==> config.mk <==
export PLATFORM = sky130hd
export DESIGN_NAME = mem_port_arbiter_flat
export DESIGN_NICKNAME = d
export VERILOG_FILES = /design/src/rtl/mem_port_arbiter_if.sv /design/src/rtl/mem_port_arbiter.sv /design/src/flat_wrapper.sv
export SDC_FILE = /design/constraint.sdc
export NUM_CORES = 1
export LEC_CHECK = 0
export CORE_MARGIN = 2
export CORE_UTILIZATION = 42
export CTS_BUF_LIST = sky130_fd_sc_hd__clkbuf_16
export DETAILED_ROUTE_END_ITERATION = 10
export PLACE_DENSITY = 0.85
export SLEW_MARGIN = 10
export SYNTH_ARGS = -nofsm -noshare
export SYNTH_HDL_FRONTEND = slang
export SYNTH_SLANG_ARGS = --single-unit
==> constraint.sdc <==
create_clock -name clk -period 2.77 [get_ports clk]
set_input_delay 0.554 -clock clk [delete_from_list [all_inputs] [get_ports clk]]
set_output_delay 0.554 -clock clk [all_outputs]
set_load 0.02 [all_outputs]
==> src/rtl/mem_port_arbiter_if.sv <==
// Bus bundle for the two-requester memory port arbiter: requester A/B handshakes plus the shared memory port.
// The slave modport is the arbiter's view; master is the requesters/memory side.
interface mem_port_arbiter_if #(
  parameter int AW = 16
);
  logic          a_req;
  logic          a_we;
  logic [AW-1:0] a_addr;
  logic [15:0]   a_wdata;
  logic          a_gnt;
  logic          a_rvalid;
  logic [15:0]   a_rdata;

  logic          b_req;
  logic          b_we;
  logic [AW-1:0] b_addr;
  logic [15:0]   b_wdata;
  logic          b_gnt;
  logic          b_rvalid;
  logic [15:0]   b_rdata;

  logic          mem_en;
  logic          mem_we;
  logic [AW-1:0] mem_addr;
  logic [15:0]   mem_wdata;
  logic [15:0]   mem_rdata;
  logic          busy;

  modport slave (
    input  a_req, a_we, a_addr, a_wdata,
    output a_gnt, a_rvalid, a_rdata,
    input  b_req, b_we, b_addr, b_wdata,
    output b_gnt, b_rvalid, b_rdata,
    output mem_en, mem_we, mem_addr, mem_wdata,
    input  mem_rdata,
    output busy
  );

  modport master (
    output a_req, a_we, a_addr, a_wdata,
    input  a_gnt, a_rvalid, a_rdata,
    output b_req, b_we, b_addr, b_wdata,
    input  b_gnt, b_rvalid, b_rdata,
    input  mem_en, mem_we, mem_addr, mem_wdata,
    output mem_rdata,
    input  busy
  );
endinterface

==> src/rtl/mem_port_arbiter.sv <==
// Two-port memory arbiter: A has fixed priority, B is protected from starvation by a saturating deny counter.
// Read data returns one cycle after the grant, steered by a registered owner tag.
module mem_port_arbiter #(
  parameter int STARVE_LIMIT = 4,
  parameter int AW           = 16
) (
  input  logic               clk,
  input  logic               reset,
  mem_port_arbiter_if.slave  bus
);

  typedef enum logic {
    OWN_A = 1'b0,
    OWN_B = 1'b1
  } owner_t;

  localparam logic [3:0] LIMIT = 4'(STARVE_LIMIT);

  logic [3:0]    starve_q, starve_d;
  owner_t        owner_q, owner_d;
  logic          rd_pend_q, rd_pend_d;
  logic [AW-1:0] addr_q, addr_d;
  logic [15:0]   wdata_q, wdata_d;
  logic [15:0]   a_rdata_q, a_rdata_d;
  logic [15:0]   b_rdata_q, b_rdata_d;
  logic          b_starved;

  always_ff @(posedge clk or negedge reset) begin
    if (!reset) begin
      starve_q  <= 4'd0;
      owner_q   <= OWN_A;
      rd_pend_q <= 1'b0;
      addr_q    <= '0;
      wdata_q   <= 16'd0;
      a_rdata_q <= 16'd0;
      b_rdata_q <= 16'd0;
    end else begin
      starve_q  <= starve_d;
      owner_q   <= owner_d;
      rd_pend_q <= rd_pend_d;
      addr_q    <= addr_d;
      wdata_q   <= wdata_d;
      a_rdata_q <= a_rdata_d;
      b_rdata_q <= b_rdata_d;
    end
  end

  // Grants are purely combinational and forced low while reset is held, so nothing reaches memory during reset.
  always_comb begin
    starve_d      = starve_q;
    owner_d       = owner_q;
    rd_pend_d     = 1'b0;
    b_starved     = (starve_q == LIMIT);
    bus.a_gnt     = 1'b0;
    bus.b_gnt     = 1'b0;
    bus.mem_en    = 1'b0;
    bus.mem_we    = 1'b0;
    bus.mem_addr  = addr_q;
    bus.mem_wdata = wdata_q;
    bus.a_rvalid  = 1'b0;
    bus.b_rvalid  = 1'b0;
    bus.a_rdata   = a_rdata_q;
    bus.b_rdata   = b_rdata_q;
    bus.busy      = rd_pend_q;

    if (reset) begin
      if (bus.a_req && !(bus.b_req && b_starved)) begin
        bus.a_gnt = 1'b1;
      end else if (bus.b_req) begin
        bus.b_gnt = 1'b1;
      end
    end

    if (bus.a_gnt) begin
      bus.mem_en    = 1'b1;
      bus.mem_we    = bus.a_we;
      bus.mem_addr  = bus.a_addr;
      bus.mem_wdata = bus.a_wdata;
      rd_pend_d     = !bus.a_we;
      if (!bus.a_we) begin
        owner_d = OWN_A;
      end
    end else if (bus.b_gnt) begin
      bus.mem_en    = 1'b1;
      bus.mem_we    = bus.b_we;
      bus.mem_addr  = bus.b_addr;
      bus.mem_wdata = bus.b_wdata;
      rd_pend_d     = !bus.b_we;
      if (!bus.b_we) begin
        owner_d = OWN_B;
      end
    end

    if (!bus.b_req || bus.b_gnt) begin
      starve_d = 4'd0;
    end else if (starve_q < LIMIT) begin
      starve_d = starve_q + 4'd1;
    end

    // Memory data is only valid in the cycle after the strobe, so pass it through then and hold it afterwards.
    if (rd_pend_q) begin
      if (owner_q == OWN_A) begin
        bus.a_rvalid = 1'b1;
        bus.a_rdata  = bus.mem_rdata;
      end else begin
        bus.b_rvalid = 1'b1;
        bus.b_rdata  = bus.mem_rdata;
      end
    end

    addr_d    = bus.mem_addr;
    wdata_d   = bus.mem_wdata;
    a_rdata_d = bus.a_rdata;
    b_rdata_d = bus.b_rdata;
  end

endmodule

==> src/flat_wrapper.sv <==
// flat-port wrapper written by rule: the top's interface ports become plain ports
module mem_port_arbiter_flat 
#(
  parameter int STARVE_LIMIT = 4,
  parameter int AW           = 16
)
  (clk, reset, bus_a_req, bus_a_we, bus_a_addr, bus_a_wdata, bus_a_gnt, bus_a_rvalid, bus_a_rdata, bus_b_req, bus_b_we, bus_b_addr, bus_b_wdata, bus_b_gnt, bus_b_rvalid, bus_b_rdata, bus_mem_en, bus_mem_we, bus_mem_addr, bus_mem_wdata, bus_mem_rdata, bus_busy);
  mem_port_arbiter_if #(.AW(AW)) bus_i ();
  input  logic clk;
  input  logic reset;
  input wire logic [$bits(bus_i.a_req)-1:0] bus_a_req;
  input wire logic [$bits(bus_i.a_we)-1:0] bus_a_we;
  input wire logic [$bits(bus_i.a_addr)-1:0] bus_a_addr;
  input wire logic [$bits(bus_i.a_wdata)-1:0] bus_a_wdata;
  output wire logic [$bits(bus_i.a_gnt)-1:0] bus_a_gnt;
  output wire logic [$bits(bus_i.a_rvalid)-1:0] bus_a_rvalid;
  output wire logic [$bits(bus_i.a_rdata)-1:0] bus_a_rdata;
  input wire logic [$bits(bus_i.b_req)-1:0] bus_b_req;
  input wire logic [$bits(bus_i.b_we)-1:0] bus_b_we;
  input wire logic [$bits(bus_i.b_addr)-1:0] bus_b_addr;
  input wire logic [$bits(bus_i.b_wdata)-1:0] bus_b_wdata;
  output wire logic [$bits(bus_i.b_gnt)-1:0] bus_b_gnt;
  output wire logic [$bits(bus_i.b_rvalid)-1:0] bus_b_rvalid;
  output wire logic [$bits(bus_i.b_rdata)-1:0] bus_b_rdata;
  output wire logic [$bits(bus_i.mem_en)-1:0] bus_mem_en;
  output wire logic [$bits(bus_i.mem_we)-1:0] bus_mem_we;
  output wire logic [$bits(bus_i.mem_addr)-1:0] bus_mem_addr;
  output wire logic [$bits(bus_i.mem_wdata)-1:0] bus_mem_wdata;
  input wire logic [$bits(bus_i.mem_rdata)-1:0] bus_mem_rdata;
  output wire logic [$bits(bus_i.busy)-1:0] bus_busy;
  assign bus_i.a_req = bus_a_req;
  assign bus_i.a_we = bus_a_we;
  assign bus_i.a_addr = bus_a_addr;
  assign bus_i.a_wdata = bus_a_wdata;
  assign bus_a_gnt = bus_i.a_gnt;
  assign bus_a_rvalid = bus_i.a_rvalid;
  assign bus_a_rdata = bus_i.a_rdata;
  assign bus_i.b_req = bus_b_req;
  assign bus_i.b_we = bus_b_we;
  assign bus_i.b_addr = bus_b_addr;
  assign bus_i.b_wdata = bus_b_wdata;
  assign bus_b_gnt = bus_i.b_gnt;
  assign bus_b_rvalid = bus_i.b_rvalid;
  assign bus_b_rdata = bus_i.b_rdata;
  assign bus_mem_en = bus_i.mem_en;
  assign bus_mem_we = bus_i.mem_we;
  assign bus_mem_addr = bus_i.mem_addr;
  assign bus_mem_wdata = bus_i.mem_wdata;
  assign bus_i.mem_rdata = bus_mem_rdata;
  assign bus_busy = bus_i.busy;
  mem_port_arbiter #(.STARVE_LIMIT(STARVE_LIMIT), .AW(AW)) u_core (.clk(clk), .reset(reset), .bus(bus_i));
endmodule
==> flow_summary.yaml, run 1 <==
run_status:
  outcome: "complete, no violations"
job:
  drv_cap: 0
logic_synthesis:
  ys_ff_latch: 70
  synth_area_sq_mm: 0.00293
  synth_edf_count: 0
  yosysMostFrequentCell: "dfrtp_1"
  synth_top_area_share_pct: 59.8
  synth_common_cells: "dfrtp_1, and2_1, mux2_2"
  syn_nets: 297
  ys_warn_count: 0
  syn_inst: 209
  syn_area_per_cell_sq_um: 14.0
  synth_area_leaders: "dfrtp_1, mux2_2, a221o_1"
  yosysTopAreaCell: "dfrtp_1"
  async_flop_share_pct: 100
  seq_area_frac_synth_pct: 59.8
  ys_types: 27
  synth_flop_cell: "dfrtp_1"
critical_path:
  path_max_fanout: 11
  setup.worst_path.class: "primary input to primary output"
  critical_path_buf_inv_count: 4
  cpMaxStageDelayCell: "clkdlybuf4s50_1"
  crit_path_start_kind: "primary input"
  cp.arrival_ns: 2.08
  cp_top_family: "buffers and inverters"
  slowest_delay_ns: 0.50
  critical_path.cell_chain: "clkdlybuf4s50_1 -> inv_1 -> o211a_1 -> buf_4 -> a22o_1 -> dlygate4sd2_1"
  critical_path.endpoint_type: "primary output"
  crit_required_ns: 2.22
floorplanning:
  die-area_sq_mm: 0.00766
  fp.dieW_um: 87.5
  start_util_pct: 43.4
  core_area_sq_mm: 0.00676
  rows: 30
  io-pin-count: 157
  die_y_um: 87.5
power_and_ir_drop:
  switching_share_pct: 28.6
  p_sw_mw: 1.08
  clkPwrFrac_pct: 30.9
  seq_power_share_pct: 34.6
  p_int_mw: 2.70
  pwr_density_cell_mw_per_mm2: 775
  power_leakage_nw: 2.25
  ir_drop_uv: 345
  p_comb_share_pct: 34.5
sta:
  finalHoldViolations: 0
  hold_ws_ns: 0.182
  fmax_mhz: 379
  finalSetupViolCount: 0
  worst-slew-pin-transition_ns: 0.842
  skew_ns: 0.00685
  fin_crit_sh_pct: 95.2
  rsz0062_at_grt: "no"
  finalWorstSetupSlack_ns: 0.134
  finalCriticalPeriod_ns: 2.64
  final_max_slew_viol_count: 0
  slew_headroom_pct: 43.9
global_route:
  grt_pass1_wl_mm: 12.4
  grt_usage_pct: 21.1
  antenna_found_initial: 0
  grt_overflow_total: 0
  grt_max_degree: 69
  first_global_vias: 2590
placed_design:
  routabilityCongestion: 0.767
  pre_cts_ws_ns: -0.262
  port_buffers: 156
  hpwl_mm: 5.78
clocking:
  htreeDepth: 3
  numClockSinks: 70
  clk_pin_slew_ns: 0.05
  clockBufferDepth: 2
  tritoncts: "yes"
  clock-root-buffer: "clkbuf_16"
  clk_latency_ns: 0.32
  cts_buffers: 9
min_path:
  hp-class: "primary input to asynchronous set/reset pin"
route:
  wl_per_cell_um: 16.8
  vias_per_cell: 5.24
  vias: 2485
  drt-pass1-iter-count: 4
  ant_nets: 0
  route.detailed.drc: 0
  drt_iter0_markers: 85
  routed_wl_mm: 7.95
layout:
  fin_util_pct: 72.2
  drive_above_1_share_pct: 28.4
  multi_input_area_sq_mm: 0.00106
  syn_to_final_growth_pct: 66.4
  antenna_cells: 0
  seqCellArea_sq_mm: 0.00175
  n_fill_cell: 491
  final_net_count: 477
registers in the layout, summed over array words and instances, names as in the netlist:
name              flops
u_core.a_rdata_q     16
u_core.addr_q        16
u_core.b_rdata_q     16
u_core.wdata_q       16
u_core.starve_q       4
u_core.bus.busy       1
u_core.owner_q        1
placed cells by master, fill, tap and decap left out, drive strengths merged:
master           n
clkdlybuf4s50  120
dfrtp           70
clkbuf          38
mux2            32
and2            32
a221o           32
buf             30
inv             10
nor3             4
clkinv           3
nand2            2
ha               2
bufinv           2
dlygate4sd2      2
a21oi            2
nand2b           1
nand3b           1
o211a            1
o21ai            1
a211oi           1
a21o             1
a22o             1
a21boi           1
nor2             1
mux2i            1
xnor2            1
a2bb2oi          1
dlymetal6s2s     1
cell families after synthesis:
family	share of synthesized area, %
xor+xnor	0.299
mux	12.6
simple gates	8.80
compound gates	13.5
flops	59.8
fa+ha+maj	0.854
buf+inv	4.10
stage by stage:
stage | TNS (ns) | power (mW) | std cells | instance area (sq um)
after detailed placement | -7.19 | 2.70 | 458 | 4730
final | 0 | 3.78 | 474 | 4880
after global placement | -6.07 | 2.65 | 458 | 4730
after CTS | 0 | 3.84 | 474 | 5020
after global routing | 0 | 3.95 | 474 | 4880
after floorplan | 0 | 1.97 | 209 | 2930
power groups by stage:
stage	clock (mW)	sequential (mW)	combinational [mW]
floorplan	0	1.30	0.672
global placement	0	1.31	1.35
detailed placement	0	1.33	1.37
CTS	1.19	1.31	1.34
global route	1.24	1.33	1.39
finish	1.17	1.31	1.30
worst register-to-register path, cell delays in order, from the launching register on:
cell and delay (ns):
dfrtp_1 0.40, inv_1 0.07, ha_1 0.18, nand3b_4 0.11, o211a_1 0.26, buf_4 0.19, a221o_1 0.33, buf_4 0.14
routing by layer:
metal	vias up	track usage, %	share of wire, %
li1	1129	-	-
met1	1226	26.6	41
met2	114	35.3	50
met3	16	4.90	7.0
met4	0	8.53	2.5
met5	-	0	0
timing repair:
item / 4_1_cts / 5_1_grt
pin swaps: 0 / 0
setup buffers: 0 / 0
hold buffers: 0 / 0
resized for setup: 55 / 47
endpoints found under the setup margin: 34 / 33
worst paths after layout:
kind	startpoint	endpoint	slack, ns	cells past startpoint
max reg2reg	u_core.starve_q[0]	u_core.wdata_q[7]	0.98	7
max in group asynchronous	reset	u_core.b_rdata_q[11]	1.71	2
min	reset	u_core.addr_q[0]	0.18	2
min in group clk	u_core.b_rdata_q[3]	u_core.b_rdata_q[3]	0.49	1
min reg2reg	u_core.b_rdata_q[3]	u_core.b_rdata_q[3]	0.49	1
max	bus_b_req	bus_mem_we	0.13	6
layout make-up:
class	count	area share, %
Clock inverter	7	1.67
Timing Repair Buffer	182	33.4
Sequential cell	70	35.9
Clock buffer	9	4.62
Inverter	8	0.616
Tap cell	80	2.05
Multi-Input combinational cell	118	21.7
Power figures use the tool's default switching activity.
==> run 2, diff against run 1 <==
CTS_CLUSTER_DIAMETER = 120   (was not set)
==> results of run 2 <==
The final DEF is identical to that of run 1; final timing and power are the same.
==> patch: new RTL, flow settings as in run 2 <==
`AW` is set to 16 in 3 places; all go to 15.
--- a/src/rtl/mem_port_arbiter_if.sv
+++ b/src/rtl/mem_port_arbiter_if.sv
@@ -1,7 +1,7 @@
 // Bus bundle for the two-requester memory port arbiter: requester A/B handshakes plus the shared memory port.
 // The slave modport is the arbiter's view; master is the requesters/memory side.
 interface mem_port_arbiter_if #(
-  parameter int AW = 16
+  parameter int AW = 15
 );
   logic          a_req;
   logic          a_we;
--- a/src/rtl/mem_port_arbiter.sv
+++ b/src/rtl/mem_port_arbiter.sv
@@ -2,7 +2,7 @@
 // Read data returns one cycle after the grant, steered by a registered owner tag.
 module mem_port_arbiter #(
   parameter int STARVE_LIMIT = 4,
-  parameter int AW           = 16
+  parameter int AW           = 15
 ) (
   input  logic               clk,
   input  logic               reset,
--- a/src/flat_wrapper.sv
+++ b/src/flat_wrapper.sv
@@ -2,7 +2,7 @@
 module mem_port_arbiter_flat 
 #(
   parameter int STARVE_LIMIT = 4,
-  parameter int AW           = 16
+  parameter int AW           = 15
 )
   (clk, reset, bus_a_req, bus_a_we, bus_a_addr, bus_a_wdata, bus_a_gnt, bus_a_rvalid, bus_a_rdata, bus_b_req, bus_b_we, bus_b_addr, bus_b_wdata, bus_b_gnt, bus_b_rvalid, bus_b_rdata, bus_mem_en, bus_mem_we, bus_mem_addr, bus_mem_wdata, bus_mem_rdata, bus_busy);
   mem_port_arbiter_if #(.AW(AW)) bus_i ();
Interface: changed (resized bus_a_addr, bus_b_addr and bus_mem_addr); port bits go from 157 to 154. The function was not compared with the original's and may differ.
==> patch against run 2 <==
- via count down 4.3%
- area after synthesis down 1.5%
- power decreased by 6.0%
- worst setup slack worse by 77 ps
- design area fell by 2.5%
- worst hold slack improved by 76 ps
- sequential cell count is 1 lower
- routed wire length down 2.4%
- die area down 1.4%
- critical endpoint is now bus_mem_wdata[2]
==> patch: results (changes against run 2) <==
[yosys]
synth_common_cells=dfrtp_1, mux2_2, and2_1
synthMuxAreaShare=0.128  ; +0.00186
synth_xor_area_frac=0.00303  ; +0.0000440
syn_area_per_cell_sq_um=14.0  ; about the same
synth-compound-area-share=0.133  ; -0.00191
synth-adder-area-share=0.00867  ; +0.000126
yosys-top-cells-area=dfrtp_1, mux2_2, a221o_1

[grt]
grt_max_degree=55  ; -20%
grtUsageTotal=0.214  ; +0.00240
grt_pass1_wl_microns=12300  ; -1.4%
grt_pass1_vias=2493  ; -3.7%

[worst_setup_path]
rrSetupSlack_ps=1010  ; +30 ps
rr_endpoint=u_core.addr_q[11]$_DFF_PN0_
crit_fanout=23  ; +12

[placement]
place_congestion=0.708  ; -7.7%
pre_cts_ws_ps=-280  ; -17.5 ps
port_buffers=153  ; -1.9%
place_inst=448  ; -2.2%

[status]
status=finished clean

[timing]
maxSlewHeadroom=0.547  ; +0.108
finClkSkew_ps=4.54  ; -2.31 ps

[layout]
final_layout_size_suffix_gt1_frac=0.274  ; -0.0101
final_nets=465  ; -2.5%

[route]
via_per_inst=5.14  ; -2.0%
drtIter0Drc=102  ; +20%

[pwr]
ir_drop_mv=0.322  ; -6.7%

-- patch: power by group through the flow --
stage | registers (mW) | logic [mW] | clock network, mW
floorplan | 1.28 | 0.665 | 0
global placement | 1.29 | 1.32 | 0
detailed placement | 1.30 | 1.35 | 0
CTS | 1.29 | 1.32 | 0.995
global route | 1.31 | 1.37 | 1.05
finish | 1.29 | 1.29 | 0.973
-- patch: cell type report --
class | instances | area [sq um]
clock buffers | 9 | 225
clock inverters | 6 | 31.3
fillers | 494 | 1960
inverters | 8 | 30.0
multi-input cells | 116 | 1040
flip-flops and latches | 69 | 1730
well taps | 80 | 100
repair buffers | 175 | 1600
-- patch: metrics by stage --
stage	util	hold slack (ps)	cell area, sq um	total power, mW
after global routing	0.708	274	4750	3.73
after floorplan	-	258	2890	1.95
after CTS	0.723	255	4860	3.60
after detailed placement	0.687	483	4620	2.65
final	0.708	258	4750	3.55
after global placement	0.687	477	4620	2.61
-- patch: repair_timing --
item,in CTS,in global routing
hold buffers,0,0
pin swaps,0,0
buffers inserted,0,0
gates resized for setup,49,46
endpoints found under the setup margin,32,28
-- patch: worst max-delay path by stage --
stage                              startpoint                end  slack, ps  cells after the start
2_1_floorplan  u_core.starve_q[0]$_DFFE_PN0P_  bus_mem_wdata[10]        640                      7
3_3_place_gp                        bus_b_req   bus_mem_addr[14]       -240                      6
3_5_place_dp                        bus_b_req    bus_mem_addr[9]       -280                      6
4_1_cts                             bus_b_req   bus_mem_wdata[7]         -8                      6
5_1_grt                             bus_b_req   bus_mem_wdata[0]        0.9                      6
6_report                            bus_b_req   bus_mem_wdata[2]         60                      6
-- patch: layer usage --
layer  part of all wire  global-route usage
met3              0.084              0.0664
met2               0.48               0.359
met5                  0                   0
met4              0.013              0.0724
met1               0.42               0.261
